==> src/rtl/pe_mm_ctrl_pkg.sv <==
// Shared types and timing constants for the pe_mm_ctrl sequencer.
package pe_mm_ctrl_pkg;

  typedef enum logic [2:0] {
    ST_IDLE,
    ST_ISSUE,
    ST_DRAIN,
    ST_WRITE,
    ST_FIN
  } state_t;

  localparam int PE_ACC_LATENCY = 3;
  localparam int MEM_RD_LATENCY = 1;
  localparam int DRAIN_TIMEOUT  = 8;

endpackage

==> src/rtl/pe_mm_addr_gen.sv <==
// i/j/k loop counters with running base/stride address registers for A, B and C.
module pe_mm_addr_gen
  import pe_mm_ctrl_pkg::*;
#(
  parameter int DIM_WIDTH  = 5,
  parameter int ADDR_WIDTH = 8
) (
  input  logic                  clk,
  input  logic                  clr,
  input  logic                  start,
  input  logic [DIM_WIDTH-1:0]  dim_m,
  input  logic [DIM_WIDTH-1:0]  dim_n,
  input  logic [DIM_WIDTH-1:0]  dim_k,
  input  logic                  step_k,
  input  logic                  advance,
  output logic [ADDR_WIDTH-1:0] a_addr,
  output logic [ADDR_WIDTH-1:0] b_addr,
  output logic [ADDR_WIDTH-1:0] c_addr,
  output logic                  k_first,
  output logic                  k_last,
  output logic                  j_last,
  output logic                  i_last
);

  logic [DIM_WIDTH-1:0]  m_reg, n_reg, k_reg;
  logic [DIM_WIDTH-1:0]  i_reg, j_reg, kk_reg;
  logic [ADDR_WIDTH-1:0] a_row_reg, a_addr_reg, b_addr_reg, c_addr_reg;
  logic [ADDR_WIDTH-1:0] n_ext, k_ext;

  assign n_ext   = ADDR_WIDTH'(n_reg);
  assign k_ext   = ADDR_WIDTH'(k_reg);
  assign k_first = (kk_reg == '0);
  assign k_last  = (kk_reg == k_reg - 1'b1);
  assign j_last  = (j_reg == n_reg - 1'b1);
  assign i_last  = (i_reg == m_reg - 1'b1);

  assign a_addr = a_addr_reg;
  assign b_addr = b_addr_reg;
  assign c_addr = c_addr_reg;

  always_ff @(posedge clk) begin
    if (clr) begin
      m_reg      <= '0;
      n_reg      <= '0;
      k_reg      <= '0;
      i_reg      <= '0;
      j_reg      <= '0;
      kk_reg     <= '0;
      a_row_reg  <= '0;
      a_addr_reg <= '0;
      b_addr_reg <= '0;
      c_addr_reg <= '0;
    end else if (start) begin
      m_reg      <= dim_m;
      n_reg      <= dim_n;
      k_reg      <= dim_k;
      i_reg      <= '0;
      j_reg      <= '0;
      kk_reg     <= '0;
      a_row_reg  <= '0;
      a_addr_reg <= '0;
      b_addr_reg <= '0;
      c_addr_reg <= '0;
    end else if (step_k) begin
      // A walks along its row, B steps down its column by one row stride
      kk_reg     <= k_last ? '0 : kk_reg + 1'b1;
      a_addr_reg <= a_addr_reg + 1'b1;
      b_addr_reg <= b_addr_reg + n_ext;
    end else if (advance) begin
      kk_reg     <= '0;
      c_addr_reg <= c_addr_reg + 1'b1;
      if (j_last) begin
        j_reg      <= '0;
        i_reg      <= i_reg + 1'b1;
        a_row_reg  <= a_row_reg + k_ext;
        a_addr_reg <= a_row_reg + k_ext;
        b_addr_reg <= '0;
      end else begin
        j_reg      <= j_reg + 1'b1;
        a_addr_reg <= a_row_reg;
        b_addr_reg <= ADDR_WIDTH'(j_reg) + ADDR_WIDTH'(1);
      end
    end
  end

endmodule

==> src/rtl/pe_mm_ctrl.sv <==
// Matrix-multiply sequencer driving a single MAC PE, one C element at a time.
// Optional PE_MM_CTRL_PERF_EN adds a 32-bit busy-cycle counter output perf_cycles.
module pe_mm_ctrl
  import pe_mm_ctrl_pkg::*;
#(
  parameter int DATA_WIDTH = 4,
  parameter int ACC_WIDTH  = 16,
  parameter int DIM_WIDTH  = 5,
  parameter int ADDR_WIDTH = 8
) (
  input  logic                  clk,
  input  logic                  clr,
  input  logic                  cmd_valid,
  output logic                  cmd_ready,
  input  logic [DIM_WIDTH-1:0]  cmd_m,
  input  logic [DIM_WIDTH-1:0]  cmd_n,
  input  logic [DIM_WIDTH-1:0]  cmd_k,
  output logic [ADDR_WIDTH-1:0] a_addr,
  input  logic [DATA_WIDTH-1:0] a_rdata,
  output logic [ADDR_WIDTH-1:0] b_addr,
  input  logic [DATA_WIDTH-1:0] b_rdata,
  output logic                  c_we,
  output logic [ADDR_WIDTH-1:0] c_addr,
  output logic [ACC_WIDTH-1:0]  c_wdata,
  output logic                  pe_clr_n,
  output logic                  pe_start,
  output logic                  pe_valid_in,
  output logic                  pe_last,
  output logic [DATA_WIDTH-1:0] pe_a,
  output logic [DATA_WIDTH-1:0] pe_b,
  input  logic [ACC_WIDTH-1:0]  pe_c,
  input  logic                  pe_output_valid,
  output logic                  busy,
  output logic                  done,
  output logic                  err
`ifdef PE_MM_CTRL_PERF_EN
  ,
  output logic [31:0]           perf_cycles
`endif
);

  // Watchdog counter sized with headroom beyond both the timeout and the PE latency
  localparam int WD_W = $clog2(DRAIN_TIMEOUT + PE_ACC_LATENCY + 1);

  state_t              state_reg, state_next;
  logic                err_reg, err_next;
  logic [WD_W-1:0]     wd_cnt_reg;
  logic [ACC_WIDTH-1:0] result_reg;
  logic                ag_start, step_k, advance;
  logic                k_first, k_last, j_last, i_last;
  logic                dims_zero, issuing;
  logic [2:0]          issue_flags;
  logic [2:0]          flag_pipe [MEM_RD_LATENCY];

  pe_mm_addr_gen #(
    .DIM_WIDTH (DIM_WIDTH),
    .ADDR_WIDTH(ADDR_WIDTH)
  ) u_addr_gen (
    .clk    (clk),
    .clr    (clr),
    .start  (ag_start),
    .dim_m  (cmd_m),
    .dim_n  (cmd_n),
    .dim_k  (cmd_k),
    .step_k (step_k),
    .advance(advance),
    .a_addr (a_addr),
    .b_addr (b_addr),
    .c_addr (c_addr),
    .k_first(k_first),
    .k_last (k_last),
    .j_last (j_last),
    .i_last (i_last)
  );

  assign dims_zero = (cmd_m == '0) || (cmd_n == '0) || (cmd_k == '0);
  assign issuing   = (state_reg == ST_ISSUE);

  always_comb begin
    state_next = state_reg;
    err_next   = err_reg;
    ag_start   = 1'b0;
    step_k     = 1'b0;
    advance    = 1'b0;
    case (state_reg)
      ST_IDLE: begin
        if (cmd_valid) begin
          err_next = dims_zero;
          if (dims_zero) begin
            state_next = ST_FIN;
          end else begin
            ag_start   = 1'b1;
            state_next = ST_ISSUE;
          end
        end
      end
      ST_ISSUE: begin
        step_k = 1'b1;
        if (k_last) state_next = ST_DRAIN;
      end
      ST_DRAIN: begin
        if (pe_output_valid) begin
          state_next = ST_WRITE;
        end else if (wd_cnt_reg == WD_W'(DRAIN_TIMEOUT - 1)) begin
          err_next   = 1'b1;
          state_next = ST_FIN;
        end
      end
      ST_WRITE: begin
        advance    = 1'b1;
        state_next = (i_last && j_last) ? ST_FIN : ST_ISSUE;
      end
      ST_FIN:  state_next = ST_IDLE;
      default: state_next = ST_IDLE;
    endcase
  end

  always_ff @(posedge clk) begin
    if (clr) begin
      state_reg  <= ST_IDLE;
      err_reg    <= 1'b0;
      wd_cnt_reg <= '0;
      result_reg <= '0;
    end else begin
      state_reg <= state_next;
      err_reg   <= err_next;
      if (issuing) wd_cnt_reg <= '0;
      else if (state_reg == ST_DRAIN) wd_cnt_reg <= wd_cnt_reg + 1'b1;
      if (state_reg == ST_DRAIN && pe_output_valid) result_reg <= pe_c;
    end
  end

  // Flags ride alongside the operand read so they meet a_rdata/b_rdata at the PE
  assign issue_flags = {issuing, issuing & k_first, issuing & k_last};

  genvar gi;
  generate
    for (gi = 0; gi < MEM_RD_LATENCY; gi++) begin : g_flag_pipe
      if (gi == 0) begin : g_head
        always_ff @(posedge clk) begin
          if (clr) flag_pipe[gi] <= '0;
          else     flag_pipe[gi] <= issue_flags;
        end
      end else begin : g_tail
        always_ff @(posedge clk) begin
          if (clr) flag_pipe[gi] <= '0;
          else     flag_pipe[gi] <= flag_pipe[gi-1];
        end
      end
    end
  endgenerate

  assign pe_valid_in = flag_pipe[MEM_RD_LATENCY-1][2];
  assign pe_start    = flag_pipe[MEM_RD_LATENCY-1][1];
  assign pe_last     = flag_pipe[MEM_RD_LATENCY-1][0];
  assign pe_a        = a_rdata;
  assign pe_b        = b_rdata;
  assign pe_clr_n    = ~clr;

  assign cmd_ready = (state_reg == ST_IDLE) && !clr;
  assign busy      = (state_reg != ST_IDLE);
  assign done      = (state_reg == ST_FIN) && !clr;
  assign c_we      = (state_reg == ST_WRITE) && !clr;
  assign c_wdata   = result_reg;
  assign err       = err_reg;

`ifdef PE_MM_CTRL_PERF_EN
  logic [31:0] perf_reg;
  always_ff @(posedge clk) begin
    if (clr)                                   perf_reg <= '0;
    else if (state_reg == ST_IDLE && cmd_valid) perf_reg <= '0;
    else if (busy)                             perf_reg <= perf_reg + 32'd1;
  end
  assign perf_cycles = perf_reg;
`endif

endmodule

==> config.mk <==
export PLATFORM = sky130hd
export DESIGN_NAME = pe_mm_ctrl
export DESIGN_NICKNAME = d
export VERILOG_FILES = /design/src/rtl/pe_mm_ctrl_pkg.sv /design/src/rtl/pe_mm_addr_gen.sv /design/src/rtl/pe_mm_ctrl.sv
export SDC_FILE = /design/constraint.sdc
export NUM_CORES = 1
export LEC_CHECK = 0
export CORE_MARGIN = 3
export CORE_UTILIZATION = 51
export DETAILED_ROUTE_END_ITERATION = 10
export GPL_TIMING_DRIVEN = 0
export PLACE_DENSITY = 0.88
export SLEW_MARGIN = 20
export SYNTH_ARGS = -nofsm -noshare
export SYNTH_HDL_FRONTEND = slang
export SYNTH_SLANG_ARGS = --single-unit
==> constraint.sdc <==
create_clock -name clk -period 2.3 [get_ports clk]
set_input_delay 0.345 -clock clk [delete_from_list [all_inputs] [get_ports clk]]
set_output_delay 0.345 -clock clk [all_outputs]
set_load 0.03 [all_outputs]
==> flow_metrics.tcl, run 1 <==
set metrics [dict create \
    status "complete, no violations" \
    worstMarginPinSlew_ns 0.6955 \
    drv_cap 0 \
    ctsHoldBuffers 0 \
    start_util 0.5335 \
    drv_slew 0 \
    final_nets 732 \
    post-place-ws_ns -0.2900 \
    hold_path.class "input pin to flip-flop" \
    ys_seq_area_frac 0.3774 \
    place_area_um2 5757 \
    clkTransAtPathRegs_ns 0.09 \
    numCtsBuffers 9 \
    reg2reg_to "u_addr_gen.a_addr[6]$_SDFFE_PP0P_" \
    min_from "clr" \
    synth_most_common_cell "dfxtp_1" \
    clock_sinks 89 \
    drt_iter0_markers 257 \
    synth_seq_cells 89 \
    synth.cell_area_um2 4721 \
    r2r_start "u_addr_gen.k_reg[0]$_SDFFE_PP0P_" \
    met3_usage 0.03208 \
    fin_skew_ns 0.007061 \
    busiest_layer "met2" \
    die_area_um2 10450 \
    clk_path_buf_depth 2 \
    setup_viol 0 \
    grt_overflow 0 \
    ys_types 60 \
    hold_end "flag_pipe[0][2]$_SDFF_PP0_" \
    synthTopCellsByCount "89 x dfxtp_1, 73 x nor2_1, 69 x nand2_1" \
    p_leak_nw 2.231 \
    dpl.hpwl_um 9174 \
    grt_usage 0.2349 \
    drive_above_1_share 0.09701 \
    ctsHtreeMaxLevel 3 \
    ys_warn_count 0 \
    final_cell_area_um2 6007 \
    finalSetupTns_ns 0 \
    syn-num-nets 631 \
    rows 34 \
    synth-edff-count 0 \
    antenna_found_initial 0 \
    port_buffers 90 \
    vias 4450 \
    ant_nets 0 \
    drc_errors 0 \
    power_density_nw_per_um2 645.7 \
    tritoncts "yes" \
    grt_max_degree 14 \
    reg2reg_slack_ns 0.08 \
    cp_data_arrival_time_ns 2.47 \
    finalHoldViolations 0 \
    reg2reg_depth 9 \
    core_um2 8848 \
    fin_crit_ns 2.216 \
    synth-main-ff-cell "dfxtp_1" \
    path_max_fanout 4 \
    dieHeight_um 102.2 \
    via_per_inst 5.720 \
    period_share 0.9636 \
    yosysTopAreaCell "dfxtp_1" \
    ys_async_sr_fraction 0 \
    critPathRequiredTime_ns 2.55 \
    avgSynthCellArea_um2 8.341 \
    rsz0062_at_grt "false" \
    pin_count 100 \
    whs_ns 0.3706 \
    setup_slack_ns 0.08383 \
    dr.pass1.iters 5 \
    critPathCaptureType "flip-flop" \
    routed_wl_um 12390 \
    yosys-top-cells-area "dfxtp_1 38%, nor2_1 5.8%, nand2_1 5.5%" \
    syn_inst 566 \
    cts-root-buf "clkbuf_8" \
    ir_worst_vdd_v 0.0003679 \
    antenna_cells 0 \
    yosysTopAreaCellShare 0.3774 \
    place.gp.congestion 0.8460 \
    fmax_mhz 451.2 \
    grt_pass1_vias 4204 \
    path_class "flip-flop to flip-flop" \
    wl_per_cell_um 15.93 \
    largest_reg_flops 16 \
    grt_util_met1 0.2963 \
    insertion_delay_ns 0.37 \
    die_w_um 102.2 \
    grt_pass1_wl_um 19530 \
    relSlewSlack 0.5347 \
    area_delta_synth_final_pct 27.25 \
    met2_usage 0.4053 \
    holdPathStages 2 \
    cp-start-kind "flip-flop" \
]
==> worst max-delay path by stage <==
stage | from | end | slack [ns] | cells after the start
6_report | u_addr_gen.k_reg[0]$_SDFFE_PP0P_ | u_addr_gen.a_addr[6]$_SDFFE_PP0P_ | 0.08 | 9
5_1_grt | cmd_n[1] | u_addr_gen.a_addr[7]$_SDFFE_PP0P_ | 0.007 | 7
4_1_cts | u_addr_gen.k_reg[0]$_SDFFE_PP0P_ | state_reg[1]$_SDFFE_PP0P_ | 0.007 | 9
3_5_place_dp | cmd_valid | u_addr_gen.c_addr[6]$_SDFFE_PP0P_ | -0.29 | 6
3_3_place_gp | cmd_n[1] | u_addr_gen.a_addr[6]$_SDFFE_PP0P_ | -0.26 | 7
2_1_floorplan | state_reg[1]$_SDFFE_PP0P_ | done | 0.03 | 4
==> where the power goes <==
| part | leakage [nW] | switching (mW) | total (mW) | internal [mW] |
|---|---|---|---|---|
| clock network | 0.0892 | 0.545 | 1.04 | 0.492 |
| logic | 1.42 | 0.665 | 1.11 | 0.449 |
| registers | 0.722 | 0.0996 | 1.73 | 1.63 |
| total | 2.23 | 1.31 | 3.88 | 2.57 |
==> cell usage in the layout (no fill, tap or decap), types with 4 or more instances in the layout <==
| cell type | count |
|---|---|
| nand2_1 | 68 |
| nand3b_1 | 5 |
| nor3_1 | 7 |
| a211oi_1 | 6 |
| clkbuf_1 | 13 |
| mux2i_1 | 15 |
| o21ai_0 | 20 |
| nand4_1 | 9 |
| inv_1 | 15 |
| dfxtp_1 | 86 |
| nor2b_1 | 8 |
| buf_2 | 5 |
| o211ai_1 | 4 |
| xor2_1 | 23 |
| clkdlybuf4s50_1 | 87 |
| a21o_1 | 4 |
| nor2_1 | 70 |
| clkbuf_2 | 5 |
| ha_1 | 19 |
| a21oi_1 | 51 |
| buf_6 | 4 |
| a31oi_1 | 4 |
| nand3_1 | 15 |
| buf_4 | 12 |
| and3_1 | 8 |
| clkbuf_8 | 9 |
| xnor2_1 | 21 |
==> timing repair <==
action / CTS / global route
resized for setup: 13 / 25
endpoints found under the setup margin: 18 / 40
buffers inserted: 2 / 1
pin swaps: 1 / 2
==> through the flow <==
stage | total power [mW] | cells | utilization
final | 3.879 | 778 | 0.6789
after global placement | 2.793 | 764 | 0.6506
after detailed placement | 2.835 | 764 | 0.6506
after global routing | 4.048 | 778 | 0.6789
after CTS | 3.838 | 778 | 0.6719
after floorplan | 2.460 | 566 | -
==> routing by layer <==
metal  part of all wire  vias up
li1                   -     2147
met1               0.41     2091
met2               0.50      176
met3              0.058       36
met4              0.029        0
met5                  0        -
==> logic make-up (layout without fill, tap and decap cells) <==
family	Yosys count	after routing	synth area share
xor+xnor	46	46	0.08693
flops	89	89	0.3774
mux	17	17	0.03604
compound gates	117	117	0.1596
buf+inv	57	161	0.06096
simple gates	218	218	0.2176
fa+ha+maj	22	22	0.06149
==> layout make-up <==
cell class              count  area [um2]
plain buffers              36       225.2
clock buffers              11       131.4
clock inverters             3       43.79
fillers                   686        2841
inverters                  18       67.56
multi-input cells         420        2698
flip-flops and latches     89        1788
well taps                 108       135.1
repair buffers             93       918.4
==> critical path, stage by stage, from the launching register on <==
cell,delay (ns)
dfxtp_1,0.44
ha_1,0.23
inv_1,0.07
fa_1,0.39
nor2b_1,0.12
o21ai_0,0.12
a21boi_1,0.24
o211ai_1,0.13
xor2_1,0.24
o22ai_1,0.11
Note: power is estimated with default switching activity, not from simulation.
==> inputs of run 2 (changes only) <==
- CORE_ASPECT_RATIO: unset -> 2
- CTS_CLUSTER_SIZE: unset -> 12
==> run 2 against run 1 <==
The run now ends with setup timing left. Design area rose by 3.7%. Sequential power barely moved. Hold slack better by 0.085 ns. Critical path type unchanged. Critical endpoint is now u_addr_gen.b_addr[4]$_SDFFE_PP0P_. Largest cell class unchanged.
==> flow_metrics.tcl, run 2 (synthesis gave the netlist of run 1 again) <==
set metrics [dict create \
    reg2reg_slack_ns -0.01 \
    layoutNonFillerInstCount 779 \
    final_nets 737 \
    hold_path.class "flip-flop to flip-flop" \
    relSlewSlack 0.6192 \
    cp_data_arrival_time_ns 2.53 \
    cp-start-kind "flip-flop" \
    fmax_mhz 432.7 \
    tritoncts "yes" \
    final_common_cell "clkdlybuf4s50_1" \
    grt_pass1_wl_um 20930 \
    violations "setup timing" \
    die_w_um 74.03 \
    core_um2 9012 \
    dr.pass1.iters 6 \
    power_mw 4.559 \
    placed_cells 758 \
    clkTransAtPathRegs_ns 0.07 \
    dieHeight_um 142.1 \
    port_buffers 90 \
    post-place-ws_ns -0.3972 \
    path_class "flip-flop to flip-flop" \
    cts-root-buf "clkbuf_16" \
    grt_overflow 0 \
    critPathRequiredTime_ns 2.51 \
    clk_path_buf_depth 2 \
    dpl.hpwl_um 9911 \
    busiest_layer "met2" \
    die_area_um2 10520 \
    ir_worst_vdd_v 0.0005204 \
    drv_cap 0 \
    largest_reg_flops 16 \
    finalHoldViolations 0 \
    ctsHtreeMaxLevel 3 \
    grt_usage 0.2557 \
    insertion_delay_ns 0.35 \
    met3_usage 0.04738 \
    antenna_cells 0 \
    status "finished with violations" \
    met2_usage 0.4705 \
    path_max_fanout 3 \
    vias 4630 \
    hold_end "c_wdata[1]$_SDFFE_PP0P_" \
    pin_count 100 \
    grt_pass1_vias 4662 \
    area_delta_synth_final_pct 31.96 \
    start_util 0.5238 \
    fin_skew_ns 0.006089 \
    routed_wl_um 13770 \
    antenna_found_initial 0 \
    setup_slack_ns -0.01109 \
    wl_per_cell_um 17.67 \
    drive_above_1_share 0.1108 \
    whs_ns 0.4560 \
    period_share 1.005 \
    clock_sinks 89 \
    setup_viol 1 \
    ant_nets 0 \
    fin_crit_ns 2.311 \
    worstMarginPinSlew_ns 0.5712 \
    reg2reg_depth 9 \
    finalSetupTns_ns -0.01109 \
    p_leak_nw 2.347 \
    r2r_start "u_addr_gen.b_addr[0]$_SDFFE_PP0P_" \
    place.gp.congestion 0.9196 \
    min_from "c_wdata[1]$_SDFFE_PP0P_" \
    final_cell_mix "87 x clkdlybuf4s50_1, 85 x dfxtp_1, 69 x nor2_1, 68 x nand2_1, 51 x a21oi_1" \
    reg2reg_to "u_addr_gen.b_addr[4]$_SDFFE_PP0P_" \
    power_density_nw_per_um2 731.8 \
    grt_util_met1 0.2482 \
    via_per_inst 5.944 \
    numCtsBuffers 9 \
    critPathCaptureType "flip-flop" \
    drv_slew 0 \
    drt_iter0_markers 439 \
    grt_max_degree 15 \
    holdPathStages 2 \
    drc_errors 0 \
    rows 49 \
]
==> run 2: cell types whose count changed in the layout (fill, tap and decap cells not counted), moves of 2 or more <==
cell and delta:
clkbuf_2 +2, bufinv_16 +2, buf_4 +4, mux2i_1 +2, clkbuf_16 +10, ha_2 +2
nor2_4 +2, mux2i_2 -2, clkbuf_8 -9
==> run 2: worst max path at each step <==
stage | endpoint | from | slack [ns] | cells after the start
CTS | done | state_reg[1]$_SDFFE_PP0P_ | 0.0004 | 4
global placement | u_addr_gen.a_addr[7]$_SDFFE_PP0P_ | cmd_n[1] | -0.34 | 7
floorplan | done | state_reg[1]$_SDFFE_PP0P_ | 0.03 | 4
detailed placement | u_addr_gen.a_addr[5]$_SDFFE_PP0P_ | cmd_k[1] | -0.40 | 7
global route | u_addr_gen.b_addr[4]$_SDFFE_PP0P_ | u_addr_gen.b_addr[0]$_SDFFE_PP0P_ | -0.11 | 9
finish | u_addr_gen.b_addr[4]$_SDFFE_PP0P_ | u_addr_gen.b_addr[0]$_SDFFE_PP0P_ | -0.01 | 9
==> run 2: metal layers <==
layer,vias to the layer above,wire [um]
met5,-,0
met4,0,788
met3,74,897
met2,223,7294
met1,2171,4785
li1,2162,-
==> run 2: final cells by class <==
cell class	count	area (um2)
clock inverters	5	103.9
well taps	102	127.6
flip-flops and latches	89	1789
repair buffers	98	980.9
inverters	18	67.56
clock buffers	11	232.7
fillers	701	2783
plain buffers	36	220.2
multi-input cells	420	2708
==> run 2: metrics by stage <==
stage	instance area [um2]	utilization
floorplan	4721	-
global route	6230	0.6912
global placement	5749	0.6379
finish	6230	0.6912
detailed placement	5749	0.6379
CTS	6105	0.6774
==> run 2: critical path, stage by stage (launching register included) <==
cell and delay [ns]:
dfxtp_1 0.42, ha_2 0.24, inv_1 0.06, fa_1 0.41, nor2b_1 0.20, o21ai_0 0.13, a21boi_1 0.21, nor2_1 0.10
a222oi_1 0.33, nor2_1 0.08
==> run 2: power by group <==
group	switching, mW	internal (mW)
logic	0.689	0.457
registers	0.103	1.63
clock network	0.617	1.06
total	1.41	3.15
==> run 2: timing repair <==
action | 4_1_cts | 5_1_grt
gates cloned | 0 | 1
hold endpoints to repair | 0 | 0
pin swaps | 1 | 3
setup buffers | 2 | 5
endpoints found under the setup margin | 40 | 53
hold buffers | 0 | 0
gates resized for setup | 14 | 27
==> edit, RTL diff (flow settings as in run 1) <==
The option `PE_MM_CTRL_PERF_EN` is turned on by a define.
--- a/src/rtl/pe_mm_ctrl.sv
+++ b/src/rtl/pe_mm_ctrl.sv
@@ -2,2 +2,4 @@
 // Optional PE_MM_CTRL_PERF_EN adds a 32-bit busy-cycle counter output perf_cycles.
+`define PE_MM_CTRL_PERF_EN
+
 module pe_mm_ctrl
Behaviour (old outputs only; new: perf_cycles): unchanged (equiv_simple and equiv_induct, registers matched by name and starting in step).
==> edit against run 1 <==
  * The run now ends with negative setup slack left
  * Cell area up 36%
  * Routed wire length up 40%
  * Via count up 32%
  * Setup slack worse by 0.19 ns
  * Area after synthesis up 28%
  * Power up 37%
  * Clock power up 140%
  * Sequential cell count up 32
  * Die area up 27%
  * Critical path depth unchanged
  * Count of clock-buffer cells in the layout up 7
  * Highest routed layer unchanged
==> edit: results (changes against run 1) <==
metric	value	unit	change
slowest stage delay, CP	0.39	ns	was 0.44 ns
GR Util All Layers	25.0	%	was 23.5%
initial drt markers	536		was 257
top post-synthesis cells by area	dfxtp_1, xor2_1, nor2_1		was dfxtp_1, nor2_1, nand2_1
top cells by count, synth	dfxtp_1, nor2_1, nand2_1		unchanged
initial core utilization	52.6	%	was 53.4%
worst-margin pin slew	0.637	ns	was 0.696 ns
Mapped Avg Cell Area	8.60	µm²	was 8.34 µm²
Detail Placement HPWL	11900	µm	was 9170 µm
Final GP Congestion	0.885		was 0.846
met3 routed WL	1100	µm	was 723 µm
Final Skew	0.00902	ns	was 0.00706 ns
Leak	3.03	nW	was 2.23 nW
Cell Area, Placed	7460	µm²	was 5760 µm²
max reg flops	32		was 16
cts bufs inserted	17		was 9
drt wl/cell	17.3	µm	was 15.9 µm
RR Startpoint	u_addr_gen.k_reg[1]		was u_addr_gen.k_reg[0]
Placement Setup Slack	-0.441	ns	was -0.290 ns
Final Hold Fails	0		unchanged
met2 wire len	8830	µm	was 6190 µm
Clk Latency, worst-skew pair	0.42	ns	was 0.37 ns
share of the yosys chip area belonging to registers	40.0	%	was 37.7%
metal1 wirelength	6850	µm	was 5130 µm
Worst VDD drop	0.446	mV	was 0.368 mV
layout cells sized above 1	11.0	%	was 9.70%
met1 usage	29.5	%	was 29.6%
fin cells	1005		was 778
Setup Viol. Count Final	1		was 0
CP max-delay cell	or3_1		was dfxtp_1
Reg clk slew, reported paths	0.06	ns	was 0.09 ns
Inst Count DP	970		was 764
first-pass GRT wire length	26300	µm	was 19500 µm
clock root cell	clkbuf_16		was clkbuf_8
# H-tree levels	4		was 3
met3 Use GR	6.26	%	was 3.21%
largest net degree at the start of global routing	17		was 14
GR Layer Usage met2	43.3	%	was 40.5%
post-CTS resize count	16		was 13
fillcell total	814		was 686
worst hold slack	0.366	ns	was 0.371 ns
vias in the first global route	5471		was 4204
DR vias/cell	5.83		was 5.72
Setup TNS	-0.101	ns	was 0 ns
fin worst setup slack	-0.101	ns	was 0.0838 ns
IO Port Bufs	122		was 90
outcome	finished with violations		was complete, no violations
nets@finish	916		was 732
setup bufs post-CTS	1		was 2
failing checks	negative setup slack		
edit: kinds of logic after synthesis:
group,count (synthesis),synth area share (%)
xor gates and xnor gates,71,10.3
adders and majority gates,23,4.99
and+or+nand+nor,300,25.1
DFF,121,40.0
AOI/OAI and AO/OA,119,12.4
muxes,18,2.99
buffers and inverters,53,4.36
edit: critical path, delay by kind of cell (launching register included):
kind | cells | cell delay (ns)
flops | 1 | 0.37
buf+inv | 2 | 0.31
fa+ha+maj | 1 | 0.24
simple gates | 3 | 0.57
compound gates | 3 | 0.77
edit: power by group:
group          internal, mW  total [mW]  switching [mW]
Sequential             2.14        2.19          0.0544
Combinational         0.265       0.643           0.378
Clock                  1.49        2.49            1.00
edit: area by class of cell:
class	instances	area, µm²	share of cell area, %
clock inverter	13	123	1.50
tap	143	179	2.19
inverter	17	63.8	0.783
timing repair buffer	126	1260	15.4
multi-input combinational	531	3470	42.6
sequential	121	2430	29.8
clock buffer	18	429	5.26
buffer	36	205	2.52
